$ cat src/rtl/build_id_uart_tx.sv
// Transmits a 31-byte build-identification line ("H:<hash> T:<stamp>\r\n") as 8N1 UART.
// Define BUILD_ID_AUTOSEND_EN to send one message automatically after every reset release.
`timescale 1ns/1ps
module build_id_uart_tx #(
  parameter int unsigned CLKS_PER_BIT = 868
) (
  input  logic        clk100,
  input  logic        rstn,
  input  logic [63:0] git_hash_i,
  input  logic [31:0] timestamp_i,
  input  logic        start_i,
  output logic        tx_o,
  output logic        busy_o,
  output logic        done_o
);

  localparam int unsigned BaudW = (CLKS_PER_BIT > 1) ? $clog2(CLKS_PER_BIT) : 1;
  localparam logic [BaudW-1:0] BaudLast = BaudW'(CLKS_PER_BIT - 1);
  localparam logic [4:0] LastByte = 5'd30;

  typedef enum logic [1:0] {StIdle, StStart, StData, StStop} state_e;

  state_e            state_q;
  logic [BaudW-1:0]  baud_q;
  logic [2:0]        bit_q;
  logic [4:0]        byte_q;
  logic [63:0]       hash_q;
  logic [31:0]       ts_q;
  logic              tx_q;
  logic              busy_q;
  logic              done_q;

  logic [7:0]        cur_byte;
  logic [2:0]        bit_nxt;
  logic [3:0]        hash_nib;
  logic [2:0]        ts_nib;
  logic              baud_wrap;
  logic              go;

`ifdef BUILD_ID_AUTOSEND_EN
  logic auto_q;
  // High through reset, so the first released edge sees it once and then it clears.
  always_ff @(posedge clk100) begin
    auto_q <= ~rstn;
  end
  assign go = start_i | auto_q;
`else
  assign go = start_i;
`endif

  function automatic logic [7:0] hex_char(input logic [3:0] n);
    return (n < 4'd10) ? (8'h30 + {4'h0, n}) : (8'h37 + {4'h0, n});
  endfunction

  assign baud_wrap = (baud_q == BaudLast);
  assign bit_nxt   = bit_q + 3'd1;

  // Byte 2 carries hash nibble 15 and byte 17 nibble 0; the modular difference maps directly.
  assign hash_nib = 4'd1 - byte_q[3:0];
  assign ts_nib   = 3'd4 - byte_q[2:0];

  always_comb begin
    cur_byte = 8'h0A;
    if (byte_q == 5'd0)       cur_byte = 8'h48;
    else if (byte_q == 5'd1)  cur_byte = 8'h3A;
    else if (byte_q <= 5'd17) cur_byte = hex_char(hash_q[{hash_nib, 2'b00} +: 4]);
    else if (byte_q == 5'd18) cur_byte = 8'h20;
    else if (byte_q == 5'd19) cur_byte = 8'h54;
    else if (byte_q == 5'd20) cur_byte = 8'h3A;
    else if (byte_q <= 5'd28) cur_byte = hex_char(ts_q[{ts_nib, 2'b00} +: 4]);
    else if (byte_q == 5'd29) cur_byte = 8'h0D;
  end

  always_ff @(posedge clk100) begin
    if (!rstn) begin
      state_q <= StIdle;
      baud_q  <= '0;
      bit_q   <= '0;
      byte_q  <= '0;
      hash_q  <= '0;
      ts_q    <= '0;
      tx_q    <= 1'b1;
      busy_q  <= 1'b0;
      done_q  <= 1'b0;
    end else begin
      done_q <= 1'b0;
      case (state_q)
        StIdle: begin
          if (go) begin
            state_q <= StStart;
            hash_q  <= git_hash_i;
            ts_q    <= timestamp_i;
            tx_q    <= 1'b0;
            busy_q  <= 1'b1;
            baud_q  <= '0;
            bit_q   <= '0;
            byte_q  <= '0;
          end
        end
        StStart: begin
          if (baud_wrap) begin
            baud_q  <= '0;
            bit_q   <= '0;
            tx_q    <= cur_byte[0];
            state_q <= StData;
          end else begin
            baud_q <= baud_q + BaudW'(1);
          end
        end
        StData: begin
          if (baud_wrap) begin
            baud_q <= '0;
            if (bit_q == 3'd7) begin
              tx_q    <= 1'b1;
              state_q <= StStop;
            end else begin
              bit_q <= bit_nxt;
              tx_q  <= cur_byte[bit_nxt];
            end
          end else begin
            baud_q <= baud_q + BaudW'(1);
          end
        end
        StStop: begin
          if (baud_wrap) begin
            baud_q <= '0;
            if (byte_q == LastByte) begin
              state_q <= StIdle;
              busy_q  <= 1'b0;
              done_q  <= 1'b1;
              byte_q  <= '0;
            end else begin
              byte_q  <= byte_q + 5'd1;
              tx_q    <= 1'b0;
              state_q <= StStart;
            end
          end else begin
            baud_q <= baud_q + BaudW'(1);
          end
        end
        default: state_q <= StIdle;
      endcase
    end
  end

  assign tx_o   = tx_q;
  assign busy_o = busy_q;
  assign done_o = done_q;

endmodule

$ cat config.mk
export PLATFORM = sky130hd
export DESIGN_NAME = build_id_uart_tx
export DESIGN_NICKNAME = d
export VERILOG_FILES = /design/src/rtl/build_id_uart_tx.sv
export SDC_FILE = /design/constraint.sdc
export NUM_CORES = 1
export LEC_CHECK = 0
export ABC_AREA = 0
export BUFFER_PORTS_ARGS = -buffer_cell sky130_fd_sc_hd__buf_2
export CAP_MARGIN = 20
export CORE_MARGIN = 2
export CORE_UTILIZATION = 41
export CTS_BUF_LIST = sky130_fd_sc_hd__clkbuf_4 sky130_fd_sc_hd__clkbuf_8 sky130_fd_sc_hd__clkbuf_16
export DETAILED_ROUTE_END_ITERATION = 12
export GPL_TIMING_DRIVEN = 0
export PLACE_DENSITY = 0.71
export SETUP_SLACK_MARGIN = 0.2
export SYNTH_ARGS = -nofsm -noshare
export SYNTH_HDL_FRONTEND = slang
export SYNTH_SLANG_ARGS = --single-unit
$ cat constraint.sdc
create_clock -name clk100 -period 5.42 [get_ports clk100]
set_input_delay 0.813 -clock clk100 [delete_from_list [all_inputs] [get_ports clk100]]
set_output_delay 0.813 -clock clk100 [all_outputs]
set_load 0.005 [all_outputs]
# == Yosys cells after proc, flatten, opt, wreduce, memory -nomap -nowiden ==
# Cells that the tools add are included.
# classes
eq_ne,19
magnitude_cmp,5
muxes,43
shift,2
reduce_logical,12
add_sub_neg,9
# ops
operator,n
indexed part select 64 x 7 -> 4 bit,1
2-to-1 mux 7 bit,9
indexed part select 32 x 6 -> 4 bit,1
adder 6 x 4 -> 7 bit (first input constant),4
equality test 5 bit (second input constant),5
2-to-1 mux 10 bit,2
one-hot mux 10 bit (2 select lines),1
inequality test 2 bit (second input constant),8
2-to-1 mux 3 bit,5
2-to-1 mux 5 bit,3
AND reduction 5 bit,3
2-to-1 mux 1 bit,12
adder 10 x 1 -> 10 bit (second input constant),1
equality test 10 bit (second input constant),1
less-or-equal comparator 5 bit (second input constant),2
2-to-1 mux 2 bit,5
one-hot mux 5 bit (2 select lines),1
one-hot mux 3 bit (3 select lines),1
less-than comparator 4 bit (second input constant),2
one-hot mux 2 bit (4 select lines),1
AND reduction 3 bit,2
adder 5 x 1 -> 5 bit (second input constant),1
equality test 5 x 1 -> 1 bit (second input constant),1
logical NOT 5 bit,1
16 further kinds,17
# word_totals
output_inout_bits,3
in_bits,99
regBits,119

# == Longest topological paths before layout ==
# Gate-level depths: netlist of run 1.
# logic_depth
depth_word,16
mapped_depth,19
depth_no_buf,15

# == Worst setup path before layout of run 1 ==
# OpenSTA, ideal clock, no wires.
# synth_timing
path_kind,register to register
from,reg byte_q[1]
to,reg tx_q (netlist: tx_o)
setup_time_ps,122
path_buffers,4
arrival_time_ps,3415
setup_slack_ps,1883
path_stages_with_launch,18
period_less_slack_ps,3537
t_required_ps,5298
cell_sequence,dfxtp_1 > buf_4 > buf_2 > inv_1 > ha_1 > clkbuf_1 > buf_2 > nor3_1 > a211oi_1 > o211ai_1 > nand2_1 > inv_1 > ha_1 > nand2_1 > a21boi_0 > o211a_1 > a221o_1 > o2bb2ai_2
# synth_between
elab_chain_len,16
word_cells_on_any_way,37
# synth_rtl
element,line,source
start: declaration,26,logic [4:0] byte_q;
start signal: assignment,133,byte_q <= byte_q + 5'd1;
subtractor 3 bit,60,assign ts_nib = 3'd4 - byte_q[2:0];
indexed part select 32 x 6 -> 4 bit,70,"else if (byte_q <= 5'd28) cur_byte = hex_char(ts_q[{ts_nib, 2'b00} +: 4]);"
adder 6 x 4 -> 7 bit / less-than comparator 4 bit (equally long branches),52,"return (n < 4'd10) ? (8'h30 + {4'h0, n}) : (8'h37 + {4'h0, n});"
2-to-1 mux 7 bit,52,
2-to-1 mux 7 bit,70,
2-to-1 mux 7 bit,69,else if (byte_q == 5'd20) cur_byte = 8'h3A;
2-to-1 mux 7 bit,68,else if (byte_q == 5'd19) cur_byte = 8'h54;
2-to-1 mux 7 bit,67,else if (byte_q == 5'd18) cur_byte = 8'h20;
2-to-1 mux 7 bit,66,"else if (byte_q <= 5'd17) cur_byte = hex_char(hash_q[{hash_nib, 2'b00} +: 4]);"
2-to-1 mux 7 bit,65,else if (byte_q == 5'd1) cur_byte = 8'h3A;
2-to-1 mux 7 bit,64,if (byte_q == 5'd0) cur_byte = 8'h48;
binary-select mux 1 bit (select 3 bit),118,tx_q <= cur_byte[bit_nxt];
2-to-1 mux 1 bit (not written as such),118,
2-to-1 mux 1 bit,113,if (bit_q == 3'd7) begin
2-to-1 mux 1 bit,111,if (baud_wrap) begin
one-hot mux 1 bit (4 select lines),87,case (state_q)
end signal: assignment,104,tx_q <= cur_byte[0];
end signal: assignment,118,
end: declaration,29,logic tx_q;
# Parallel ways exist; a longest one is shown, timed or not. The select of a mux whose other input is x is not followed.
# A chain may end at the register's enable or synchronous reset.

# == Worst setup path in the final report of run 1 ==
# Same ends and word-level chain as after synthesis.

==> impl_metrics.env, run 1 <==
export IMPL_status="finished, final reports clean"
export IMPL_use_met1=0.274
export IMPL_overflow=0
export IMPL_vias=5669
export IMPL_fin_nets=993
export IMPL_rrSetupSlack_ps=1130
export IMPL_numPortBuffers=101
export IMPL_synth_edf_count=0
export IMPL_grt_busiest_layer="met2"
export IMPL_final_hold_viol_count=0
export IMPL_wl_per_cell_um=15.3
export IMPL_clock_path_buffers=2
export IMPL_synthCells=758
export IMPL_seqPwrFrac=0.359
export IMPL_synth_nets=873
export IMPL_p_int_mw=2.08
export IMPL_yosys_register_bits=119
export IMPL_syn_area_per_cell_um2=8.41
export IMPL_leakagePower_nw=2.98
export IMPL_cts_inserted_buffers=17
export IMPL_ys_warn_count=0
export IMPL_rsz0062_at_grt="no"
export IMPL_synthArstFlopShare=0
export IMPL_cts_tree="built"
export IMPL_fp_dieH_um=129
export IMPL_die_x_um=129
export IMPL_cts_sinks=119
export IMPL_gp_congestion=0.897
export IMPL_setup_tns_ps=0
export IMPL_post_route_period_util=0.792
export IMPL_worstPathRequired_ps=5780
export IMPL_die_area_um2=16600
export IMPL_yosysTopAreaCell="dfxtp_1"
export IMPL_ant_nets=0
export IMPL_antenna_found_initial=0
export IMPL_areaGrowthSynthToFinish_pct=21.0
export IMPL_startpoint_type="flip-flop"
export IMPL_p_sw_frac=0.334
export IMPL_wirelength_um=16500
export IMPL_cts_root_buf="clkbuf_16"
export IMPL_clock_latency_ps=420
export IMPL_synthTopCellsByArea="dfxtp_1, nand2_1, a21boi_0, mux4_2, ha_1"
export IMPL_hold_start="hash_q[54]"
export IMPL_skew_ps=6.62
export IMPL_cts_hold_buf=0
export IMPL_drc=0
export IMPL_maxSlewViolCount=0
export IMPL_setup_viol=0
export IMPL_max_vdd_ir_drop_mv=0.278
export IMPL_setup_worst_path_class="flip-flop to flip-flop"
export IMPL_cts_resized=0
export IMPL_dpl_hpwl_um=12100
export IMPL_max_cap_viol_count=0
export IMPL_synth_distinct_cells=59
export IMPL_grt_pass1_wl_um=27100
export IMPL_track_usage=0.211
export IMPL_worstMarginPinSlew_ps=622
export IMPL_crit_arrival_ps=4650
export IMPL_synth_main_ff_cell="dfxtp_1"
export IMPL_grt_use_met3=0.0478
export IMPL_p_total_mw=3.12
export IMPL_diodes=0
export IMPL_hold_depth=2
export IMPL_ys_seq_area_frac=0.374
export IMPL_drive_above_1_share=0.198
export IMPL_p_sw_mw=1.04
export IMPL_r2r_start="byte_q[1]"
export IMPL_cts_setup_buffers=0
export IMPL_io_pins=102
export IMPL_reg2regPathDepth=19
export IMPL_yosys_area_top_type_share=0.374
export IMPL_clockPowerShare=0.367
export IMPL_grt_pass1_vias=5380
export IMPL_fillers=1480
export IMPL_clkTransAtPathRegs_ps=60
export IMPL_fmax_mhz=233
export IMPL_start_util=0.419
export IMPL_finalCriticalPeriod_ps=4290
export IMPL_htreeDepth=4
export IMPL_power_density_nw_per_um2=404
export IMPL_cp_startpoint="byte_q[1]"
export IMPL_syn_area_um2=6380
export IMPL_drtIter0Drc=358
export IMPL_path_max_fanout=10
export IMPL_drt_pass1_iterations=5
export IMPL_critPathCaptureType="flip-flop"
export IMPL_synth_most_common_cell="nand2_1"
export IMPL_yosys_top_cells_count="nand2_1, dfxtp_1, a21boi_0"
export IMPL_grt_met2_usage=0.340
export IMPL_core_area_um2=15200
export IMPL_rows=45
export IMPL_slew_headroom=0.585
export IMPL_grt_max_degree=17
export IMPL_comb_power_share=0.273
export IMPL_vias_per_cell=5.25
export IMPL_hp_class="flip-flop to flip-flop"
==> registers in the layout, indices dropped and copies added (netlist names) <==
| name | count |
|---|---|
| baud_q | 10 |
| tx_o | 1 |
| bit_q | 3 |
| byte_q | 5 |
| ts_q | 32 |
| state_q | 2 |
| done_o | 1 |
| busy_o | 1 |
| hash_q | 64 |
==> layout make-up <==
class,instances,area (um2),share of cell area
plain buffers,53,235,0.0305
repair buffers,101,505,0.0655
well taps,188,235,0.0305
flip-flops and latches,119,2380,0.309
clock buffers,19,440,0.0571
inverters,11,41.3,0.00535
clock inverters,13,155,0.0201
multi-input cells,575,3720,0.482
==> logic make-up (layout without fill, tap and decap cells) <==
family          count (synthesis)  in the layout  share of synthesized area
simple gates                  337            337                      0.228
flops                         119            119                      0.374
mux                            40             40                      0.107
compound gates                177            177                      0.206
fa+ha+maj                      16             16                     0.0314
xor+xnor                        5              5                     0.0110
buf+inv                        64            197                     0.0434
==> final timing paths <==
path / to
setup / recovery: tx_o
hold / removal: hash_q[54]
hold reg to reg: hash_q[54]
setup reg to reg: tx_o
==> through the flow <==
stage	worst slack, ps	area, um2	instances	util	hold WS [ps]
3_5_place_dp	1160	7120	1047	0.468	457
3_3_place_gp	1180	7120	1047	0.468	448
6_report	1130	7710	1079	0.507	459
2_1_floorplan	1880	6380	758	-	439
5_1_grt	768	7710	1079	0.507	480
4_1_cts	1120	7710	1079	0.507	464
==> placed cells by master (no fill, tap or decap), types with 4 or more instances in the layout <==
| cell | n |
|---|---|
| a211oi_1 | 5 |
| a21boi_0 | 103 |
| a21oi_1 | 12 |
| and2_1 | 11 |
| and3_1 | 6 |
| buf_2 | 106 |
| clkbuf_1 | 40 |
| clkbuf_16 | 17 |
| clkinv_2 | 6 |
| dfxtp_1 | 119 |
| ha_1 | 16 |
| inv_1 | 11 |
| mux2i_1 | 13 |
| mux4_2 | 19 |
| nand2_1 | 231 |
| nand2b_1 | 9 |
| nand3_1 | 24 |
| nand4_1 | 4 |
| nor2_1 | 22 |
| nor2b_1 | 9 |
| nor3_1 | 7 |
| nor4_1 | 4 |
| o211ai_1 | 6 |
| o21ai_0 | 13 |
| o31ai_1 | 4 |
==> routing by layer <==
layer,part of all wire,vias to the layer above,wire length [um]
met3,0.047,26,772
li1,-,2873,-
met4,0.024,0,390
met2,0.47,141,7740
met1,0.46,2629,7640
met5,0,-,0
==> power groups by stage <==
stage / Clock, mW / Combinational [mW] / Sequential [mW]
2_1_floorplan: 0 / 0.616 / 1.10
3_3_place_gp: 0 / 0.840 / 1.13
3_5_place_dp: 0 / 0.850 / 1.14
4_1_cts: 1.16 / 0.855 / 1.12
5_1_grt: 1.20 / 0.969 / 1.14
6_report: 1.15 / 0.852 / 1.12
==> critical path, cell delays in order (launching register included) <==
cell and delay [ps]:
dfxtp_1 550, buf_4 310, buf_2 270, inv_1 170, ha_1 310, clkbuf_1 360
buf_2 300, nor3_1 70, a211oi_1 290, o211ai_1 170, nand2_1 150, inv_1 70
ha_1 260, nor2_1 120, o211ai_1 100, nand3_1 120, a31oi_1 90, o31ai_1 260
a221o_1 160, o2bb2ai_2 90
No activity file was read; power rests on OpenSTA's default activity.
==> run 2: changes to the inputs <==
- ABC_AREA: 0 -> 1
- PLACE_DENSITY: 0.71 -> 0.74
- clock period: 5.42 -> 3.64 ns (I/O delays scaled with it)
==> impl_metrics.env, run 2 <==
export IMPL_yosys_register_bits=119
export IMPL_startpoint_type="flip-flop"
export IMPL_finish_instance_area_um2=7560
export IMPL_die_area_um2=15900
export IMPL_finalCriticalPeriod_ps=3220
export IMPL_diodes=0
export IMPL_gp_congestion=0.898
export IMPL_syn_area_per_cell_um2=6.65
export IMPL_hp_class="input pin to flip-flop"
export IMPL_track_usage=0.222
export IMPL_drc=0
export IMPL_leakagePower_nw=3.39
export IMPL_numPortBuffers=101
export IMPL_reg_top3="hash_q: 64 flops, ts_q: 32 flops, baud_q: 10 flops"
export IMPL_cts_tree="built"
export IMPL_setup_worst_path_class="flip-flop to flip-flop"
export IMPL_overflow=0
export IMPL_ys_warn_count=0
export IMPL_vias=6367
export IMPL_final_hold_viol_count=0
export IMPL_wl_per_cell_um=14.0
export IMPL_grt_pass1_wl_um=28200
export IMPL_synth_top_family_by_area="simple AND/OR/NAND/NOR gates"
export IMPL_yosys_area_top_type_share=0.390
export IMPL_register_area_um2=2380
export IMPL_final_cell_mix="nor2_1, nand2_1, o21ai_0"
export IMPL_cts_hold_buf=0
export IMPL_rrSetupSlack_ps=420
export IMPL_multiInputGateArea_um2=3110
export IMPL_cp_startpoint="byte_q[1]"
export IMPL_dp_cells=1203
export IMPL_fin_util=0.520
export IMPL_yosysTopAreaCell="dfxtp_1"
export IMPL_layout_commonest_cell="nor2_1"
export IMPL_fillers=1481
export IMPL_synth_main_ff_cell="dfxtp_1"
export IMPL_crit_arrival_ps=3530
export IMPL_ant_nets=0
export IMPL_fp_dieH_um=126
export IMPL_clkTransAtPathRegs_ps=60
export IMPL_regMostFlops="hash_q"
export IMPL_muxShareOfSynthArea=0
export IMPL_power_density_nw_per_um2=659
export IMPL_die_x_um=126
export IMPL_rows=44
export IMPL_fmax_mhz=310
export IMPL_max_vdd_ir_drop_mv=0.370
export IMPL_cts_sinks=119
export IMPL_areaGrowthSynthToFinish_pct=24.0
export IMPL_synth_compound_gate_area_share=0.201
export IMPL_slew_headroom=0.548
export IMPL_start_util=0.420
export IMPL_fin_cells=1240
export IMPL_synthCells=918
export IMPL_synth_most_common_cell="nor2_1"
export IMPL_dpl_hpwl_um=12900
export IMPL_rsz0062_at_grt="no"
export IMPL_largest_reg_flops=64
export IMPL_synthSimpleGateAreaFrac=0.267
export IMPL_p_total_mw=4.99
export IMPL_core_area_um2=14500
export IMPL_hold_start="git_hash_i[20]"
export IMPL_grt_max_degree=17
export IMPL_r2r_start="byte_q[1]"
export IMPL_max_cap_viol_count=0
export IMPL_status="finished, final reports clean"
export IMPL_synth_fa_ha_area_frac=0.0328
export IMPL_antenna_found_initial=0
export IMPL_synthTopCellsByArea="dfxtp_1, o21ai_0, nor2_1, nand2_1, inv_1"
export IMPL_ys_seq_area_frac=0.390
export IMPL_worstPathRequired_ps=3950
export IMPL_wirelength_um=17300
export IMPL_skew_ps=7.44
export IMPL_vias_per_cell=5.13
export IMPL_synth_edf_count=0
export IMPL_drt_pass1_iterations=6
export IMPL_io_pins=102
export IMPL_fin_nets=1159
export IMPL_post_route_period_util=0.885
export IMPL_critPathCaptureType="flip-flop"
export IMPL_synthXorXnorAreaFrac=0.00410
export IMPL_synth_nets=1033
export IMPL_drive_above_1_share=0.169
export IMPL_syn_area_um2=6100
export IMPL_drtIter0Drc=551
export IMPL_clock_path_buffers=2
export IMPL_grt_pass1_vias=6044
export IMPL_clock_latency_ps=420
export IMPL_path_max_fanout=10
export IMPL_cts_root_buf="clkbuf_16"
export IMPL_cts_inserted_buffers=17
export IMPL_yosys_top_cells_count="nor2_1, nand2_1, o21ai_0"
export IMPL_synth_distinct_cells=37
export IMPL_synthArstFlopShare=0
export IMPL_worstMarginPinSlew_ps=675
export IMPL_htreeDepth=4
export IMPL_place_area_um2=6840
export IMPL_setup_viol=0
export IMPL_maxSlewViolCount=0
[run 2: cell count changes after synthesis, moves of 13 or more]
cell,change
clkbuf_1,-13
a21boi_0,-103
a21oi_1,+61
o21ai_0,+115
nand3_1,+42
nand2_1,-85
mux4_2,-19
inv_1,+97
nor2_1,+132
mux2i_1,-13
[run 2: logic make-up after synthesis]
kind of cell             after synthesis
adder cells (fa/ha/maj)               16
AO/OA/AOI/OAI                        230
buffers and inverters                160
XOR/XNOR                               2
AND/OR/NAND/NOR                      391
flip-flops                           119
[run 2: cell type report]
cell class	count	share of cell area
timing repair buffer	107	0.0728
clock buffer	20	0.0609
clock inverter	11	0.0197
tap	184	0.0304
sequential	119	0.315
buffer	48	0.0329
inverter	112	0.0569
multi-input combinational	639	0.411
[run 2: report_power, final]
part	internal (mW)	leakage (nW)	switching (mW)	total (mW)
Sequential	1.63	0.983	0.137	1.76
Clock	1.12	0.292	0.609	1.72
Combinational	0.520	2.12	0.981	1.50
Total	3.26	3.39	1.73	4.99
[run 2: final timing paths]
path / endpoint / cells past startpoint
worst max-delay path: tx_o / 25
worst min-delay path: hash_q[20] / 3
worst max register to register: tx_o / 25
worst min register to register: hash_q[25] / 2
[run 2: worst max-delay path, cell delays in order, from the launching register on]
cell and delay [ps]:
dfxtp_2 380, buf_6 160, clkinvlp_4 160, ha_1 320, clkbuf_2 260, inv_1 230
nand3_1 130, nand3_1 110, nand2_1 180, inv_1 80, ha_1 270, inv_1 40
nand3_1 80, nand2_1 60, nand2_1 60, nand2_1 60, nand2_1 60, nand2_1 40
nand2_1 50, nand2_1 40, nand2_1 50, nand2_1 60, nand2_1 50, nand2_1 50
nand2_1 60, nand2_1 50
[run 2: repair_timing]
item,4_1_cts,5_1_grt
pin swaps,0,1
setup buffers,3,3
setup endpoints to repair,1,1
cloned,0,0
gates resized for setup,7,16
[run 2: per-stage QoR]
stage,TNS [ps],worst slack (ps),hold WS [ps]
2_1_floorplan,0,632,429
3_3_place_gp,-91.9,-91.9,439
3_5_place_dp,-95.0,-95.0,446
4_1_cts,0,208,366
5_1_grt,0,189,377
6_report,0,419,374
[run 2: layer usage]
| layer | up-vias | share of wire | GRT usage |
|---|---|---|---|
| li1 | 3225 | - | - |
| met5 | - | 0 | 0 |
| met4 | 0 | 0.024 | 0.0924 |
| met2 | 234 | 0.46 | 0.365 |
| met3 | 25 | 0.066 | 0.0535 |
| met1 | 2883 | 0.45 | 0.280 |
==> run 3: changes to the inputs <==
- CELL_PAD_IN_SITES_DETAIL_PLACEMENT: unset -> 1
- CELL_PAD_IN_SITES_GLOBAL_PLACEMENT: unset -> 1
- CORE_UTILIZATION: 41 -> 36
- PLACE_DENSITY: 0.74 -> 0.86
==> impl_metrics.env, run 3 (synthesized netlist as in run 2, its figures left out) <==
export IMPL_r2r_start="byte_q[0]"
export IMPL_drtIter0Drc=394
export IMPL_areaGrowthSynthToFinish_pct=26.8
export IMPL_die_area_um2=18000
export IMPL_start_util=0.368
export IMPL_clkTransAtPathRegs_ps=60
export IMPL_regMostFlops="hash_q"
export IMPL_cts_inserted_buffers=17
export IMPL_clock_path_buffers=2
export IMPL_final_cell_mix="nor2_1, nand2_1, o21ai_0"
export IMPL_rrSetupSlack_ps=270
export IMPL_cp_slowest_cell="dfxtp_2"
export IMPL_antenna_found_initial=0
export IMPL_fmax_mhz=297
export IMPL_fin_util=0.467
export IMPL_slew_headroom=0.485
export IMPL_rsz0062_at_grt="no"
export IMPL_path_common_cell="nand2_1"
export IMPL_clock_latency_ps=430
export IMPL_io_pins=102
export IMPL_final_setup_worst_slack_ps=272
export IMPL_cp_top_family="simple AND/OR/NAND/NOR gates"
export IMPL_rows=47
export IMPL_dp_cells=1239
export IMPL_worstMarginPinSlew_ps=769
export IMPL_power_density_nw_per_um2=682
export IMPL_reg_top3="hash_q: 64 flops, ts_q: 32 flops, baud_q: 10 flops"
export IMPL_fp_dieH_um=134
export IMPL_grt_max_degree=17
export IMPL_core_area_um2=16600
export IMPL_startpoint_type="flip-flop"
export IMPL_skew_ps=8.58
export IMPL_finish_instance_area_um2=7740
export IMPL_status="finished, final reports clean"
export IMPL_diodes=0
export IMPL_pre_cts_ws_ps=-137
export IMPL_setup_tns_ps=0
export IMPL_track_usage=0.241
export IMPL_cts_sinks=119
export IMPL_r2r_end="tx_o"
export IMPL_finalCriticalPeriod_ps=3370
export IMPL_cp_slowest_stage_delay_ps=350
export IMPL_whs_ps=365
export IMPL_critPathCaptureType="flip-flop"
export IMPL_fin_cells=1286
export IMPL_worst_path_buf_inv=8
export IMPL_cts_tree="built"
export IMPL_crit_arrival_ps=3700
export IMPL_max_vdd_ir_drop_mv=0.416
export IMPL_cp_endpoint="tx_o"
export IMPL_layout_commonest_cell="nor2_1"
export IMPL_cts_root_buf="clkbuf_16"
export IMPL_worstPathRequired_ps=3970
export IMPL_reg2regPathDepth=31
export IMPL_hp_class="input pin to flip-flop"
export IMPL_numPortBuffers=101
export IMPL_drive_above_1_share=0.179
export IMPL_path_max_fanout=11
export IMPL_largest_reg_flops=64
export IMPL_drt_pass1_iterations=5
export IMPL_maxSlewViolCount=0
export IMPL_cp_startpoint="byte_q[0]"
export IMPL_leakagePower_nw=3.47
export IMPL_wl_per_cell_um=17.0
export IMPL_vias_per_cell=5.20
export IMPL_p_total_mw=5.27
export IMPL_setup_viol=0
export IMPL_htreeDepth=4
export IMPL_gp_congestion=0.859
export IMPL_setup_worst_path_class="flip-flop to flip-flop"
export IMPL_drc=0
export IMPL_grt_pass1_vias=6732
export IMPL_place_area_um2=6880
export IMPL_fin_nets=1169
export IMPL_max_cap_viol_count=0
export IMPL_dpl_hpwl_um=14800
export IMPL_vias=6681
export IMPL_overflow=0
export IMPL_wirelength_um=21900
export IMPL_die_x_um=134
export IMPL_crit_cells=31
export IMPL_grt_pass1_wl_um=33900
export IMPL_final_hold_viol_count=0
export IMPL_ant_nets=0
export IMPL_post_route_period_util=0.925
run 3: cell count changes in the layout (fill, tap and decap cells not counted), moves of 2 or more:
cell / before / now
clkinvlp_4: 5 / 3
buf_4: 9 / 20
clkbuf_4: 1 / 3
inv_1: 106 / 104
clkbuf_8: 2 / 5
clkinv_2: 2 / 0
run 3: cell type report:
cell class	instances	area (um2)
fill	2212	8850
multi-input combinational	639	3110
sequential	119	2380
timing repair buffer	117	626
clock buffer	25	517
inverter	112	434
tap	220	275
buffer	48	251
clock inverter	6	138
run 3: worst min path at each step:
stage | start | endpoint | slack (ps) | depth (start not counted)
6_report | git_hash_i[39] | hash_q[39] | 370 | 3
5_1_grt | git_hash_i[32] | hash_q[32] | 380 | 3
4_1_cts | git_hash_i[36] | hash_q[36] | 360 | 3
3_5_place_dp | hash_q[29] | hash_q[29] | 450 | 2
3_3_place_gp | hash_q[10] | hash_q[10] | 440 | 2
2_1_floorplan | hash_q[10] | hash_q[10] | 430 | 2
run 3: worst min-delay path: stages:
cell and delay, ps:
buf_2 70, o21ai_0 70, nor2_1 70
run 3: per-layer routing:
layer	global-route usage	vias up	wire length, um
li1	-	3250	-
met1	0.293	3167	9340
met2	0.416	208	10700
met3	0.0529	56	1190
met4	0.0906	0	686
met5	0	-	0
run 3: repair_timing:
| item | 4_1_cts | 5_1_grt |
|---|---|---|
| hold buffers | 0 | 0 |
| buffers inserted | 4 | 12 |
| gates resized for setup | 12 | 17 |
| pin swaps | 0 | 3 |
| endpoints found under the setup margin | 1 | 1 |
| hold endpoints to repair | 0 | 0 |
run 3: power breakdown:
part	switching [mW]	total, mW	internal, mW
Sequential	0.151	1.78	1.63
Combinational	1.09	1.63	0.535
Clock	0.612	1.87	1.26
